### src/rtl/lgn_pattern_sequencer_if.sv
// lgn_pattern_sequencer_if: classifier-side link, image bytes and frame start out, class index back
interface lgn_pattern_sequencer_if #(
    parameter int BYTE_W  = 8,
    parameter int CLASS_W = 4
);
    logic [BYTE_W-1:0]  dut_data;
    logic               dut_sof;
    logic [CLASS_W-1:0] dut_class;

    modport master (output dut_data, output dut_sof, input dut_class);
    modport slave  (input dut_data, input dut_sof, output dut_class);
endinterface

### src/rtl/lgn_pattern_sequencer.sv
// lgn_pattern_sequencer: streams ROM images into the LGN classifier, captures the class, button/auto advance.
// Optional feature macro: AUTO_ADVANCE_EN adds a periodic advance timer (AUTO_PERIOD cycles).
// Image bytes and labels are elaboration-time constants: IMG_INIT holds pattern p, byte k at
// byte slot p*BYTES_PER_IMAGE+k; LBL_INIT holds the label of pattern p at slot p.
module lgn_pattern_sequencer #(
    parameter int BYTE_W          = 8,
    parameter int BYTES_PER_IMAGE = 32,
    parameter int NUM_PATTERNS    = 4,
    parameter int LATENCY         = 4,
    parameter int CLASS_W         = 4,
    parameter int DEBOUNCE_CYCLES = 120000,
`ifdef AUTO_ADVANCE_EN
    parameter int AUTO_PERIOD     = 12000000,
`endif
    parameter logic [NUM_PATTERNS*BYTES_PER_IMAGE*BYTE_W-1:0] IMG_INIT = '0,
    parameter logic [NUM_PATTERNS*CLASS_W-1:0]                LBL_INIT = '0,
    localparam int SEL_W = (NUM_PATTERNS > 1) ? $clog2(NUM_PATTERNS) : 1
) (
    input  logic                   clk,
    input  logic                   rst_n,
    input  logic                   btn_next,
    lgn_pattern_sequencer_if.master bus,
    output logic [CLASS_W-1:0]     class_idx,
    output logic                   class_valid,
    output logic                   label_match,
    output logic [SEL_W-1:0]       pattern_sel
);
    localparam int ROM_N  = NUM_PATTERNS * BYTES_PER_IMAGE;
    localparam int AW     = (ROM_N > 1) ? $clog2(ROM_N) : 1;
    localparam int CNT_MX = (BYTES_PER_IMAGE > LATENCY) ? BYTES_PER_IMAGE : LATENCY;
    localparam int CNT_W  = $clog2(CNT_MX + 1);
    localparam int DB_W   = $clog2(DEBOUNCE_CYCLES + 1);
    localparam logic [DB_W-1:0]  DB_MAX   = DB_W'(DEBOUNCE_CYCLES - 1);
    localparam logic [CNT_W-1:0] LAST_B   = CNT_W'(BYTES_PER_IMAGE - 1);
    localparam logic [CNT_W-1:0] LAST_L   = CNT_W'(LATENCY - 1);
    localparam logic [SEL_W-1:0] LAST_SEL = SEL_W'(NUM_PATTERNS - 1);

    typedef enum logic [1:0] {ST_STREAM, ST_WAIT, ST_CAPTURE} state_t;

    state_t             r_state;
    logic [CNT_W-1:0]   r_cnt;
    logic [BYTE_W-1:0]  r_data;
    logic               r_sof;
    logic [CLASS_W-1:0] r_class;
    logic               r_valid;
    logic               r_match;
    logic [SEL_W-1:0]   r_sel;
    logic               r_pend;
    logic               r_s1;
    logic               r_s2;
    logic               r_level;
    logic               r_btn_req;
    logic [DB_W-1:0]    r_db_cnt;

    logic [BYTE_W-1:0]  w_img [ROM_N];
    logic [CLASS_W-1:0] w_lbl_rom [NUM_PATTERNS];
    logic [AW-1:0]      w_addr;
    logic [CLASS_W-1:0] w_lbl;
    logic               w_req;

    for (genvar g = 0; g < ROM_N; g++) begin : g_img
        assign w_img[g] = IMG_INIT[g*BYTE_W +: BYTE_W];
    end

    for (genvar g = 0; g < NUM_PATTERNS; g++) begin : g_lbl
        assign w_lbl_rom[g] = LBL_INIT[g*CLASS_W +: CLASS_W];
    end

    assign w_addr = AW'(int'(r_sel) * BYTES_PER_IMAGE + int'(r_cnt));
    assign w_lbl  = w_lbl_rom[r_sel];

    // Synchronise the button, accept a level after DEBOUNCE_CYCLES stable cycles, pulse on accepted rise
    always_ff @(posedge clk or negedge rst_n) begin
        if (!rst_n) begin
            r_s1      <= 1'b0;
            r_s2      <= 1'b0;
            r_level   <= 1'b0;
            r_btn_req <= 1'b0;
            r_db_cnt  <= '0;
        end else begin
            r_s1      <= btn_next;
            r_s2      <= r_s1;
            r_btn_req <= 1'b0;
            if (r_s2 == r_level) begin
                r_db_cnt <= '0;
            end else if (r_db_cnt == DB_MAX) begin
                r_db_cnt  <= '0;
                r_level   <= r_s2;
                r_btn_req <= r_s2;
            end else begin
                r_db_cnt <= r_db_cnt + 1'b1;
            end
        end
    end

`ifdef AUTO_ADVANCE_EN
    localparam int AP_W = $clog2(AUTO_PERIOD + 1);
    localparam logic [AP_W-1:0] AP_MAX = AP_W'(AUTO_PERIOD - 1);

    logic [AP_W-1:0] r_auto_cnt;
    logic            r_auto_req;

    // Free-running advance tick; a button advance restarts the period
    always_ff @(posedge clk or negedge rst_n) begin
        if (!rst_n) begin
            r_auto_cnt <= '0;
            r_auto_req <= 1'b0;
        end else begin
            r_auto_req <= 1'b0;
            if (r_btn_req) begin
                r_auto_cnt <= '0;
            end else if (r_auto_cnt == AP_MAX) begin
                r_auto_cnt <= '0;
                r_auto_req <= 1'b1;
            end else begin
                r_auto_cnt <= r_auto_cnt + 1'b1;
            end
        end
    end

    assign w_req = r_btn_req | r_auto_req;
`else
    assign w_req = r_btn_req;
`endif

    // Frame FSM: stream the image, wait out the classifier latency, capture or apply a pending advance
    always_ff @(posedge clk or negedge rst_n) begin
        if (!rst_n) begin
            r_state <= ST_STREAM;
            r_cnt   <= '0;
            r_data  <= '0;
            r_sof   <= 1'b0;
            r_class <= '0;
            r_valid <= 1'b0;
            r_match <= 1'b0;
            r_sel   <= '0;
            r_pend  <= 1'b0;
        end else begin
            r_data <= '0;
            r_sof  <= 1'b0;
            if (r_state != ST_CAPTURE)
                r_pend <= r_pend | w_req;
            case (r_state)
                ST_STREAM: begin
                    r_data <= w_img[w_addr];
                    r_sof  <= (r_cnt == '0);
                    if (r_cnt == LAST_B) begin
                        r_cnt   <= '0;
                        r_state <= ST_WAIT;
                    end else begin
                        r_cnt <= r_cnt + 1'b1;
                    end
                end
                ST_WAIT: begin
                    if (r_cnt == LAST_L) begin
                        r_cnt   <= '0;
                        r_state <= ST_CAPTURE;
                    end else begin
                        r_cnt <= r_cnt + 1'b1;
                    end
                end
                ST_CAPTURE: begin
                    r_state <= ST_STREAM;
                    r_cnt   <= '0;
                    r_pend  <= 1'b0;
                    if (r_pend | w_req) begin
                        r_sel   <= (r_sel == LAST_SEL) ? '0 : r_sel + 1'b1;
                        r_valid <= 1'b0;
                        r_match <= 1'b0;
                    end else begin
                        r_class <= bus.dut_class;
                        r_valid <= 1'b1;
                        r_match <= (bus.dut_class == w_lbl);
                    end
                end
                default: r_state <= ST_STREAM;
            endcase
        end
    end

    assign bus.dut_data = r_data;
    assign bus.dut_sof  = r_sof;
    assign class_idx    = r_class;
    assign class_valid  = r_valid;
    assign label_match  = r_match;
    assign pattern_sel  = r_sel;
endmodule
### src/flat_wrapper.sv
// flat-port wrapper written by rule: the top's interface ports become plain ports
module lgn_pattern_sequencer_flat 
#(
    parameter int BYTE_W          = 8,
    parameter int BYTES_PER_IMAGE = 32,
    parameter int NUM_PATTERNS    = 4,
    parameter int LATENCY         = 4,
    parameter int CLASS_W         = 4,
    parameter int DEBOUNCE_CYCLES = 120000,

    parameter logic [NUM_PATTERNS*BYTES_PER_IMAGE*BYTE_W-1:0] IMG_INIT = '0,
    parameter logic [NUM_PATTERNS*CLASS_W-1:0]                LBL_INIT = '0,
    localparam int SEL_W = (NUM_PATTERNS > 1) ? $clog2(NUM_PATTERNS) : 1
)
  (clk, rst_n, btn_next, class_idx, class_valid, label_match, pattern_sel, bus_dut_data, bus_dut_sof, bus_dut_class);
  lgn_pattern_sequencer_if #(.BYTE_W(BYTE_W), .CLASS_W(CLASS_W)) bus_i ();
  input  logic clk;
  input  logic rst_n;
  input  logic btn_next;
  output logic [CLASS_W-1:0] class_idx;
  output logic class_valid;
  output logic label_match;
  output logic [SEL_W-1:0] pattern_sel;
  output wire logic [$bits(bus_i.dut_data)-1:0] bus_dut_data;
  output wire logic [$bits(bus_i.dut_sof)-1:0] bus_dut_sof;
  input wire logic [$bits(bus_i.dut_class)-1:0] bus_dut_class;
  assign bus_dut_data = bus_i.dut_data;
  assign bus_dut_sof = bus_i.dut_sof;
  assign bus_i.dut_class = bus_dut_class;
  lgn_pattern_sequencer #(.BYTE_W(BYTE_W), .BYTES_PER_IMAGE(BYTES_PER_IMAGE), .NUM_PATTERNS(NUM_PATTERNS), .LATENCY(LATENCY), .CLASS_W(CLASS_W), .DEBOUNCE_CYCLES(DEBOUNCE_CYCLES), .IMG_INIT(IMG_INIT), .LBL_INIT(LBL_INIT)) u_core (.clk(clk), .rst_n(rst_n), .btn_next(btn_next), .bus(bus_i), .class_idx(class_idx), .class_valid(class_valid), .label_match(label_match), .pattern_sel(pattern_sel));
endmodule
### config.mk
export PLATFORM = sky130hd
export DESIGN_NAME = lgn_pattern_sequencer_flat
export DESIGN_NICKNAME = d
export VERILOG_FILES = /design/src/rtl/lgn_pattern_sequencer_if.sv /design/src/rtl/lgn_pattern_sequencer.sv /design/src/flat_wrapper.sv
export SDC_FILE = /design/constraint.sdc
export NUM_CORES = 1
export LEC_CHECK = 0
export ABC_CLOCK_PERIOD_IN_PS = 2650
export CAP_MARGIN = 20
export CORE_UTILIZATION = 29
export CTS_CLUSTER_DIAMETER = 80
export DETAILED_ROUTE_END_ITERATION = 7
export HOLD_SLACK_MARGIN = 0.12
export PLACE_DENSITY = 0.55
export SYNTH_ARGS = -nofsm -noshare
export SYNTH_HDL_FRONTEND = slang
export SYNTH_SLANG_ARGS = --single-unit
### constraint.sdc
create_clock -name clk -period 2.65 [get_ports clk]
set_input_delay 0.53 -clock clk [delete_from_list [all_inputs] [get_ports clk]]
set_output_delay 0.53 -clock clk [all_outputs]
set_load 0.005 [all_outputs]
==> results of run 1 <==
Yosys cell counts, types with 2 or more instances:
cell type,instances
mux2_2,7
nand2_1,12
inv_1,10
nor3_1,4
xor2_1,7
nor4_1,7
dfrtp_1,39
buf_4,8
nand3_1,8
nand4_1,5
xnor2_1,13
and3_1,3
nor2_2,9
nor2_1,14
a21o_1,2
o21ai_0,6
ha_1,9
and4bb_1,2
worst reg2reg max path, delay by kind of cell, from the launching register on:
kind | cells | cell delay [ns]
and+or+nand+nor | 3 | 0.56
adders and majority gates | 1 | 0.26
DFF | 1 | 0.43
muxes | 1 | 0.33
layout make-up:
| class | count | area share (%) |
|---|---|---|
| sequential | 39 | 43.00 |
| multi-input combinational | 131 | 40.02 |
| timing repair buffer | 15 | 6.395 |
| tap | 77 | 4.245 |
| clock buffer | 5 | 3.032 |
| clock inverter | 2 | 1.654 |
| inverter | 10 | 1.654 |
logic make-up after synthesis:
logic type	after synthesis
xor+xnor	20
compound gates	14
simple gates	73
mux	7
fa+ha+maj	9
buf+inv	21
flops	39
other cells	1
power groups by stage:
stage	Combinational (µW)	Sequential, µW	Clock (µW)
after floorplan	29.9	622	0
after global placement	50.5	622	0
after detailed placement	49.8	622	0
after CTS	50.0	610	504
after global routing	55.7	612	521
final	47.9	610	480
layout by cell type, fill, tap and decap left out, types with 7 or more instances in the layout:
cell type and count:
nor2_2 9, clkdlybuf4s50_1 14, ha_1 9, nor2_1 14, nand3_1 8, inv_1 10, mux2_2 7, dfrtp_1 39
nor4_1 7, xnor2_1 13, nand2_1 12, conb_1 8, xor2_1 7
final timing paths:
kind                                                 endpoint  slack [ns]
worst max-delay path                           pattern_sel[0]        0.92
worst min-delay path             u_core.bus.dut_sof$_DFF_PN0_        0.34
worst max register to register     u_core.r_level$_DFFE_PN0P_        0.96
worst min register to register          u_core.r_s2$_DFF_PN0_        0.35
max in group asynchronous       u_core.r_db_cnt[10]$_DFF_PN0_        1.75
min in group clk                        u_core.r_s2$_DFF_PN0_        0.35
sequential cells by signal (all words and copies together) (netlist names), 2 cells and up:
signal and flops:
u_core.r_state 2, u_core.class_idx 4, u_core.pattern_sel 2, u_core.r_cnt 6
u_core.r_db_cnt 17
routing by layer:
metal  part of all wire [%]  GRT usage, %  wire length [µm]  vias up
met5                      0             0                 0        -
met4                    2.0         5.085                64        0
met3                    3.1         2.950               103        7
met2                     44         16.26              1455       22
met1                     50         13.21              1653      621
li1                       -             -                 -      645
metrics by stage:
step	worst slack [ns]	total power, µW
after floorplan	1.044	651.6
after global placement	0.9948	672.3
after detailed placement	0.9638	671.8
after CTS	0.9014	1165
after global routing	0.8527	1189
final	0.9240	1139
==> out/metrics.cfg, run 1 <==
[power]
p_clk_share_pct=42.2
p_per_area_mw_per_mm2=501.7
ir_worst_vdd_mv=0.2251
switchingPower_uw=239.1
p_int_uw=899.7
power_frac_comb_pct=4.2
swShare_pct=20.99
power.share.sequential_pct=53.6
leakage_uw=0.0009872

[setup_path]
critPathTopFamily=buffers and inverters
crit_path_cell_trace=clkdlybuf4s50_1
required_ns=2.12
r2r_start=u_core.r_db_cnt[0]$_DFF_PN0_
crit_cells=1
critical_path_class=reg -> out
cp-end-kind=output port
crit_buf_inv=1
crit_path_max_fanout=4
setup.worst_path.start_class=flop
max_stage_delay_ns=0.51
critPathLaunch=u_core.pattern_sel[0]$_DFFE_PN0P_
worst_path_max_delay_cell=clkdlybuf4s50_1
ff2ff_path_depth=5
arrival_ns=1.20

[drt]
wl_per_cell_um=11.75
num_vias=1295
postRouteAntennaNets=0
drt-total-wl_mm=3.277
routed_via_density=4.642
drt_pass1_iterations=4
drt_iter0_markers=99
drc_errors=0

[run]
max_cap_viol_count=0

[sta]
fin_crit_ns=1.726
timing.final.crit_share_pct=65.13
slew_viol_final=0
finalHoldViolCount=0
tightest_slew_ns=0.8682
finClkSkew_ns=0.005144
fmax_ghz=0.5794
finalSetupTns_ns=0
finalSetupViolCount=0
hold_ws_ns=0.3434
slew_headroom_pct=42.12
rsz0062_at_grt=no

[finish]
final_util_pct=34.95
fill_cells=651
area_delta_synth_final_pct=14.38
multi_input_area_um2=908.4
final_cells=279
seq_area_um2=975.9
diodes=0
fin_area_mm2=0.002270
layout-drive-gt1-share_pct=13.86
layout.nets=218

[placed_design]
place_area_mm2=0.002163
detailedPlacementHpwl_mm=2.241
io_buffers=15
dp_cells=272
place_congestion=0.8123

[cts]
cts_htree_levels=2
cts_resized=0
root_buffer=clkbuf_8
cts-hold-fix-buffers=0
worst_skew_pair.late_latency_ns=0.29
clock_path_buffers=2
clock-sinks=39
clk_pin_slew_ns=0.08
cts_buffers=5
cts_tree=yes
cts_setup_buffers=0

[die]
pin_count=24
coreArea_mm2=0.006495
initial_core_util_pct=30.55
rows=29
die_area_mm2=0.007177
die_x_um=84.72
die_h_um=84.72

[synthesis]
synth_edf_count=0
synth_top_area_cell=dfrtp_1
synth_top_family_by_area=simple AND/OR/NAND/NOR gates
async_flop_share_pct=100.0
syn_area_mm2=0.001984
synth_top_area_share_pct=49.18
syn_avg_cell_area_um2=10.78
synthCells=184
synth-compound-area-share_pct=4.855
synth_cell_type_count=37
synthXorXnorAreaFrac_pct=8.827
synth_area_leaders=dfrtp_1 49%, xnor2_1 5.7%, ha_1 5.7%
synthAdderAreaFrac_pct=5.675
synth-simple-area-share_pct=20.93
ys_seq_elements=39
synth_warnings=0
synth.yosys.seq_area_share_pct=49.18
ys.flop_type=dfrtp_1
synthMuxAreaShare_pct=3.972

[outcome]
status=finished clean

[grt]
grt_max_degree=40
grt_pass1_vias=1315
grt_usage_pct=10.39
grt_overflow=0
grt_pass1_wl_mm=5.871
antenna_found_initial=0

[min_path]
hp-class=in -> async

No activity file was read; power rests on OpenSTA's default activity.
==> run 2, diff against run 1 <==
- ABC_CLOCK_PERIOD_IN_PS: 2650 -> 1550
- PLACE_DENSITY: 0.55 -> 0.57
- clock period: 2.65 -> 1.55 ns (I/O delays scaled with it)
==> run 2 against run 1 <==
Compared with the run above: the flow now finishes with violations (design-rule violations); critical path type is now reg -> reg; largest power group unchanged; combinational power is 120% higher; final area rose by 7.6%; wire length up 1.5%; clock skew grew 0.0016 ns; worst setup slack got worse by 0.86 ns; global-route usage barely moved.
==> out/metrics.cfg, run 2 (synthesis gave the netlist of run 1 again) <==
[outcome]
status=complete, but fails checks
violations=design-rule violations

[die]
die_x_um=84.72  ; unchanged
pin_count=24  ; unchanged
rows=29  ; unchanged
die_area_mm2=0.007177  ; unchanged
die_h_um=84.72  ; unchanged
coreArea_mm2=0.006495  ; unchanged
initial_core_util_pct=30.55  ; unchanged

[cts]
clk_pin_slew_ns=0.08  ; about the same
root_buffer=clkbuf_8
worst_skew_pair.late_latency_ns=0.29  ; about the same
cts_tree=yes
cts_htree_levels=2  ; unchanged
clock_path_buffers=2  ; unchanged
cts_buffers=5  ; unchanged
clock-sinks=39  ; unchanged

[drt]
drt_pass1_iterations=8  ; +4
dr_wl_met3_um=120  ; +17%
met1Wirelength_mm=1.600  ; -3.2%
num_vias=1374  ; +6.1%
routed_via_density=4.595  ; -1.0%
postRouteAntennaNets=0  ; unchanged
wl_per_cell_um=11.13  ; -5.3%
top_layer=met4
drc_errors=2  ; +2
met2WireLength_mm=1.567  ; +7.7%
drt-total-wl_mm=3.327  ; +1.5%
drt_iter0_markers=74  ; -25%

[sta]
finalSetupViolCount=0  ; unchanged
slew_viol_final=0  ; unchanged
finClkSkew_ns=0.006793  ; +0.001649 ns
fmax_ghz=0.6729
rsz0062_at_grt=yes
fin_crit_ns=1.486
timing.final.crit_share_pct=95.88
finalHoldViolCount=0  ; unchanged

[placed_design]
detailedPlacementHpwl_mm=2.420  ; +8.0%
io_buffers=15  ; unchanged
place_congestion=0.7358  ; -9.4%

[setup_path]
max_stage_delay_ns=0.43  ; -0.08 ns
crit_path_max_fanout=6  ; +2
worst_path_max_delay_cell=dfrtp_1
arrival_ns=1.67  ; +0.47 ns
critical_path_class=reg -> reg
cp-end-kind=flop
setup.worst_path.start_class=flop
crit_path_cell_trace=buf_4, ha_1, o21ai_0, mux2_2
required_ns=1.73  ; -0.39 ns

[finish]
final_util_pct=37.60  ; +2.7 points
area_delta_synth_final_pct=23.08
diodes=0  ; unchanged
layout.nets=237  ; +8.7%
final_cell_mix=39 x dfrtp_1, 17 x buf_4, 14 x nor2_1, 14 x clkdlybuf4s50_1, 13 x xnor2_1
regMostFlops=u_core.r_db_cnt
fill_cells=658  ; +1.1%
final_common_cell=dfrtp_1
layout-drive-gt1-share_pct=24.77  ; +11 points
largest_reg_flops=17  ; unchanged

[grt]
grt_overflow=0  ; unchanged
grt_pass1_vias=1323  ; +0.61%
grt_pass1_wl_mm=5.920  ; +0.83%
antenna_found_initial=0  ; unchanged
grt_max_degree=23  ; -43%
grt_usage_pct=10.34  ; -0.044 points

[power]
p_per_area_mw_per_mm2=753.6  ; +50%
ir_worst_vdd_mv=0.4516  ; +100%
power_uw=1840  ; +62%
leakage_uw=0.001079  ; +9.3%

[run]
max_cap_viol_count=0  ; unchanged

[min_path]
hp-class=reg -> reg

[run 2: cell types whose count changed in the layout (fill, tap and decap cells not counted), moves of 2 or more]
cell | before | now
nor4_1 | 7 | 5
nand2_2 | 0 | 2
nand2_1 | 12 | 10
nor4_2 | 0 | 2
buf_4 | 0 | 17
[run 2: timing repair]
item | CTS | global route
setup buffers | 0 | 2
endpoints found under the setup margin | 0 | 9
gates resized for setup | 0 | 7
hold buffers | 1 | 0
endpoints found under the hold margin | 17 | 0
[run 2: path summary, 6_finish.rpt]
path,from,endpoint,slack [ns],cells past startpoint
hold / removal,u_core.r_s1$_DFF_PN0_,u_core.r_s2$_DFF_PN0_,0.36,0
max in group asynchronous,rst_n,u_core.r_cnt[1]$_DFFE_PN0P_,0.60,3
setup / recovery,u_core.r_state[1]$_DFFE_PN0P_,u_core.pattern_sel[1]$_DFFE_PN0P_,0.06,4
hold reg to reg,u_core.r_s1$_DFF_PN0_,u_core.r_s2$_DFF_PN0_,0.36,0
setup reg to reg,u_core.r_state[1]$_DFFE_PN0P_,u_core.pattern_sel[1]$_DFFE_PN0P_,0.06,4
min in group asynchronous,rst_n,u_core.r_db_cnt[5]$_DFF_PN0_,0.49,2
[run 2: layout make-up]
cell class / count / area (µm²) / share of cell area, %
clock buffer: 5 / 68.82 / 2.818
sequential: 39 / 975.9 / 39.96
tap: 77 / 96.34 / 3.945
timing repair buffer: 34 / 302.8 / 12.40
clock inverter: 3 / 23.77 / 0.9734
multi-input combinational: 131 / 937.1 / 38.37
inverter: 10 / 37.54 / 1.537
[run 2: critical path, delay by kind of cell (launching register included)]
kind / cells / cell delay, ns
flip-flops: 1 / 0.43
multiplexers: 1 / 0.38
adder cells (fa/ha/maj): 1 / 0.24
AO/OA/AOI/OAI: 1 / 0.18
buffers and inverters: 1 / 0.15
[run 2: through the flow]
step                setup TNS [ns]  hold slack (ns)  cell area (µm²)  setup slack, ns  instances
global placement                 0           0.2862             2298          0.05066        288
global route              -0.03598           0.3617             2442         -0.01612        299
detailed placement               0           0.2831             2298          0.01882        288
CTS                              0           0.3596             2401         0.003678        297
floorplan                        0          0.01441             2013         0.006661        191
finish                           0           0.3587             2442          0.06382        299
[run 2: report_power, final]
group	switching, µW	internal, µW	leakage [µW]	total (µW)
Clock	375	322	0.0000408	697
Sequential	9.60	1030	0.000513	1040
Combinational	52.2	50.9	0.000525	103
Total	437	1400	0.00108	1840
[run 2: per-layer routing]
layer  track usage (%)  vias up
met3             2.950        4
met5                 0        -
li1                  -      685
met2             16.63       23
met4             4.160        0
met1             13.14      662
==> run 3, diff against run 2 <==
- PLACE_DENSITY: 0.57 -> 0.58
==> run 3 against run 2 <==
Compared with the run above: the run still ends with design-rule violations left; wire length grew 7.8%; first-iteration DRC count shrank 34%; via count grew 0.36%; global-route usage grew 0.58 points; non-clock buffer count grew 2; final area grew 3.0%; die area is the same; critical endpoint is now u_core.r_level$_DFFE_PN0P_; largest power group unchanged.
==> out/metrics.cfg, run 3 (synthesis gave the netlist of run 1 again) <==
[finish]
final_util_pct=38.72  ; +1.1 points
final_cell_mix=39 x dfrtp_1, 19 x buf_4, 14 x nor2_1, 14 x clkdlybuf4s50_1, 13 x xnor2_1
multi_input_area_um2=970.9  ; +3.6%
regMostFlops=u_core.r_db_cnt
layout-drive-gt1-share_pct=26.22  ; +1.4 points
final_cells=302  ; +1.0%
final_common_cell=dfrtp_1
area_delta_synth_final_pct=26.73
seq_area_um2=975.9  ; unchanged
largest_reg_flops=17  ; unchanged
layout.nets=240  ; +1.3%
fill_cells=649  ; -1.4%
diodes=0  ; unchanged

[die]
coreArea_mm2=0.006495  ; unchanged
pin_count=24  ; unchanged
rows=29  ; unchanged
initial_core_util_pct=30.55  ; unchanged
die_area_mm2=0.007177  ; unchanged
die_h_um=84.72  ; unchanged
die_x_um=84.72  ; unchanged

[min_path]
holdPathStages=0  ; unchanged
hp-start=u_core.r_s1$_DFF_PN0_
hp-class=reg -> reg
min_to=u_core.r_s2$_DFF_PN0_

[drt]
postRouteAntennaNets=0  ; unchanged
num_vias=1379  ; +0.36%
drt-total-wl_mm=3.588  ; +7.8%
wl_per_cell_um=11.88  ; +6.8%
routed_via_density=4.566  ; -0.63%
drc_errors=2  ; unchanged
drt_pass1_iterations=8  ; unchanged
drt_iter0_markers=49  ; -34%

[sta]
rsz0062_at_grt=yes
finalHoldViolCount=0  ; unchanged
finClkSkew_ns=0.004829  ; -0.001964 ns
worst_slack_ns=0.05140  ; -0.01242 ns
hold_ws_ns=0.3536  ; -0.005105 ns
timing.final.crit_share_pct=96.68  ; +0.80 points
finalSetupViolCount=0  ; unchanged
slew_viol_final=0  ; unchanged
fmax_ghz=0.6673  ; -0.83%
finalSetupTns_ns=0  ; unchanged
fin_crit_ns=1.499  ; +0.01242 ns

[cts]
cts_buffers=5  ; unchanged
cts_tree=yes
worst_skew_pair.late_latency_ns=0.29  ; about the same
root_buffer=clkbuf_8
clock_path_buffers=2  ; unchanged
cts_htree_levels=2  ; unchanged
clock-sinks=39  ; unchanged
clk_pin_slew_ns=0.09  ; about the same

[setup_path]
critical_path_class=reg -> reg
crit_buf_inv=0  ; -1
worst_path_max_delay_cell=dfrtp_1
r2r_slack_ns=0.05  ; about the same
crit_path_max_fanout=3  ; -3
r2r_start=u_core.r_db_cnt[1]$_DFF_PN0_
arrival_ns=1.69  ; +0.02 ns
crit_path_cell_trace=ha_2, and4_1, and3_4, nand2_4, mux2_4
required_ns=1.74  ; about the same
setup.worst_path.start_class=flop
max_stage_delay_ns=0.39  ; -0.04 ns
r2r-end=u_core.r_level$_DFFE_PN0P_
cp-end-kind=flop
critPathTopFamily=simple AND/OR/NAND/NOR gates
ff2ff_path_depth=5  ; +1

[power]
power_frac_comb_pct=5.4  ; -0.2 points
power.share.sequential_pct=51.0  ; -5.6 points
p_clk_share_pct=43.6  ; +5.8 points
ir_worst_vdd_mv=0.5664  ; +25%
switchingPower_uw=466.0  ; +6.7%
swShare_pct=22.82  ; -0.91 points
p_per_area_mw_per_mm2=811.9  ; +7.7%
leakage_uw=0.001129  ; +4.6%
p_int_uw=1576  ; +12%

[grt]
grt_pass1_wl_mm=6.237  ; +5.4%
grt_max_degree=24  ; +4.3%
grt_overflow=0  ; unchanged
grt_usage_pct=10.93  ; +0.58 points
grt_pass1_vias=1374  ; +3.9%
antenna_found_initial=0  ; unchanged

[outcome]
status=complete, but fails checks
violations=design-rule violations

[placed_design]
post-place-ws_ns=0.01250  ; -0.006329 ns
detailedPlacementHpwl_mm=2.548  ; +5.3%
place_congestion=0.7405  ; +0.64%
dp_cells=290  ; +0.69%
io_buffers=15  ; unchanged

[run]
max_cap_viol_count=0  ; unchanged

## run 3: changes by cell type in the layout (fill, tap and decap cells not counted), sizes merged
cell / previous run / this run
bufinv: 0 / 1
buf: 19 / 21
clkinvlp: 2 / 0
a21bo: 1 / 2
clkinv: 0 / 1
## run 3: metrics by stage
stage	area (µm²)	total power, µW
floorplan	2013	1115
global placement	2313	1164
detailed placement	2313	1164
CTS	2442	2060
global route	2515	2118
finish	2515	2042
## run 3: how the worst max path moves through the flow
stage	from	to	depth (start not counted)
after floorplan	u_core.r_db_cnt[0]$_DFF_PN0_	u_core.r_db_cnt[15]$_DFF_PN0_	6
after global placement	u_core.r_db_cnt[1]$_DFF_PN0_	u_core.r_level$_DFFE_PN0P_	5
after detailed placement	u_core.r_db_cnt[1]$_DFF_PN0_	u_core.r_level$_DFFE_PN0P_	5
after CTS	u_core.r_db_cnt[1]$_DFF_PN0_	u_core.r_level$_DFFE_PN0P_	5
after global routing	u_core.r_db_cnt[1]$_DFF_PN0_	u_core.r_db_cnt[12]$_DFF_PN0_	5
final	u_core.r_db_cnt[1]$_DFF_PN0_	u_core.r_level$_DFFE_PN0P_	5
## run 3: power groups by stage
stage                     registers, µW  clock network (µW)  logic (µW)
after global placement             1060                   0         103
after CTS                          1040                 914         104
after detailed placement           1060                   0         102
final                              1040                 890         110
after floorplan                    1060                   0        51.5
after global routing               1040                 949         126
## run 3: cell type report
type,count,share of cell area [%]
clock buffer,5,2.736
tap,77,3.831
multi-input combinational,132,38.61
clock inverter,3,1.891
inverter,10,1.493
timing repair buffer,36,12.64
sequential,39,38.81
## run 3: per-layer routing
metal | up-vias | global-route usage [%] | share of wire [%]
met3 | 4 | 3.245 | 2.9
met1 | 668 | 13.62 | 49
met2 | 19 | 18.33 | 47
met4 | 0 | 3.236 | 0.75
met5 | - | 0 | 0
li1 | 688 | - | -
## run 3: repair_timing
item	CTS	global route
buffers inserted	0	2
setup endpoints to repair	1	19
pin swaps	0	4
gates cloned	0	1
gates resized for setup	1	11
hold buffers	1	0
hold endpoints to repair	16	0
## run 3: worst register-to-register path, cell delays in order (launching register included)
cell and delay [ns]:
dfrtp_1 0.39, ha_2 0.20, and4_1 0.22, and3_4 0.21
nand2_4 0.08, mux2_4 0.29
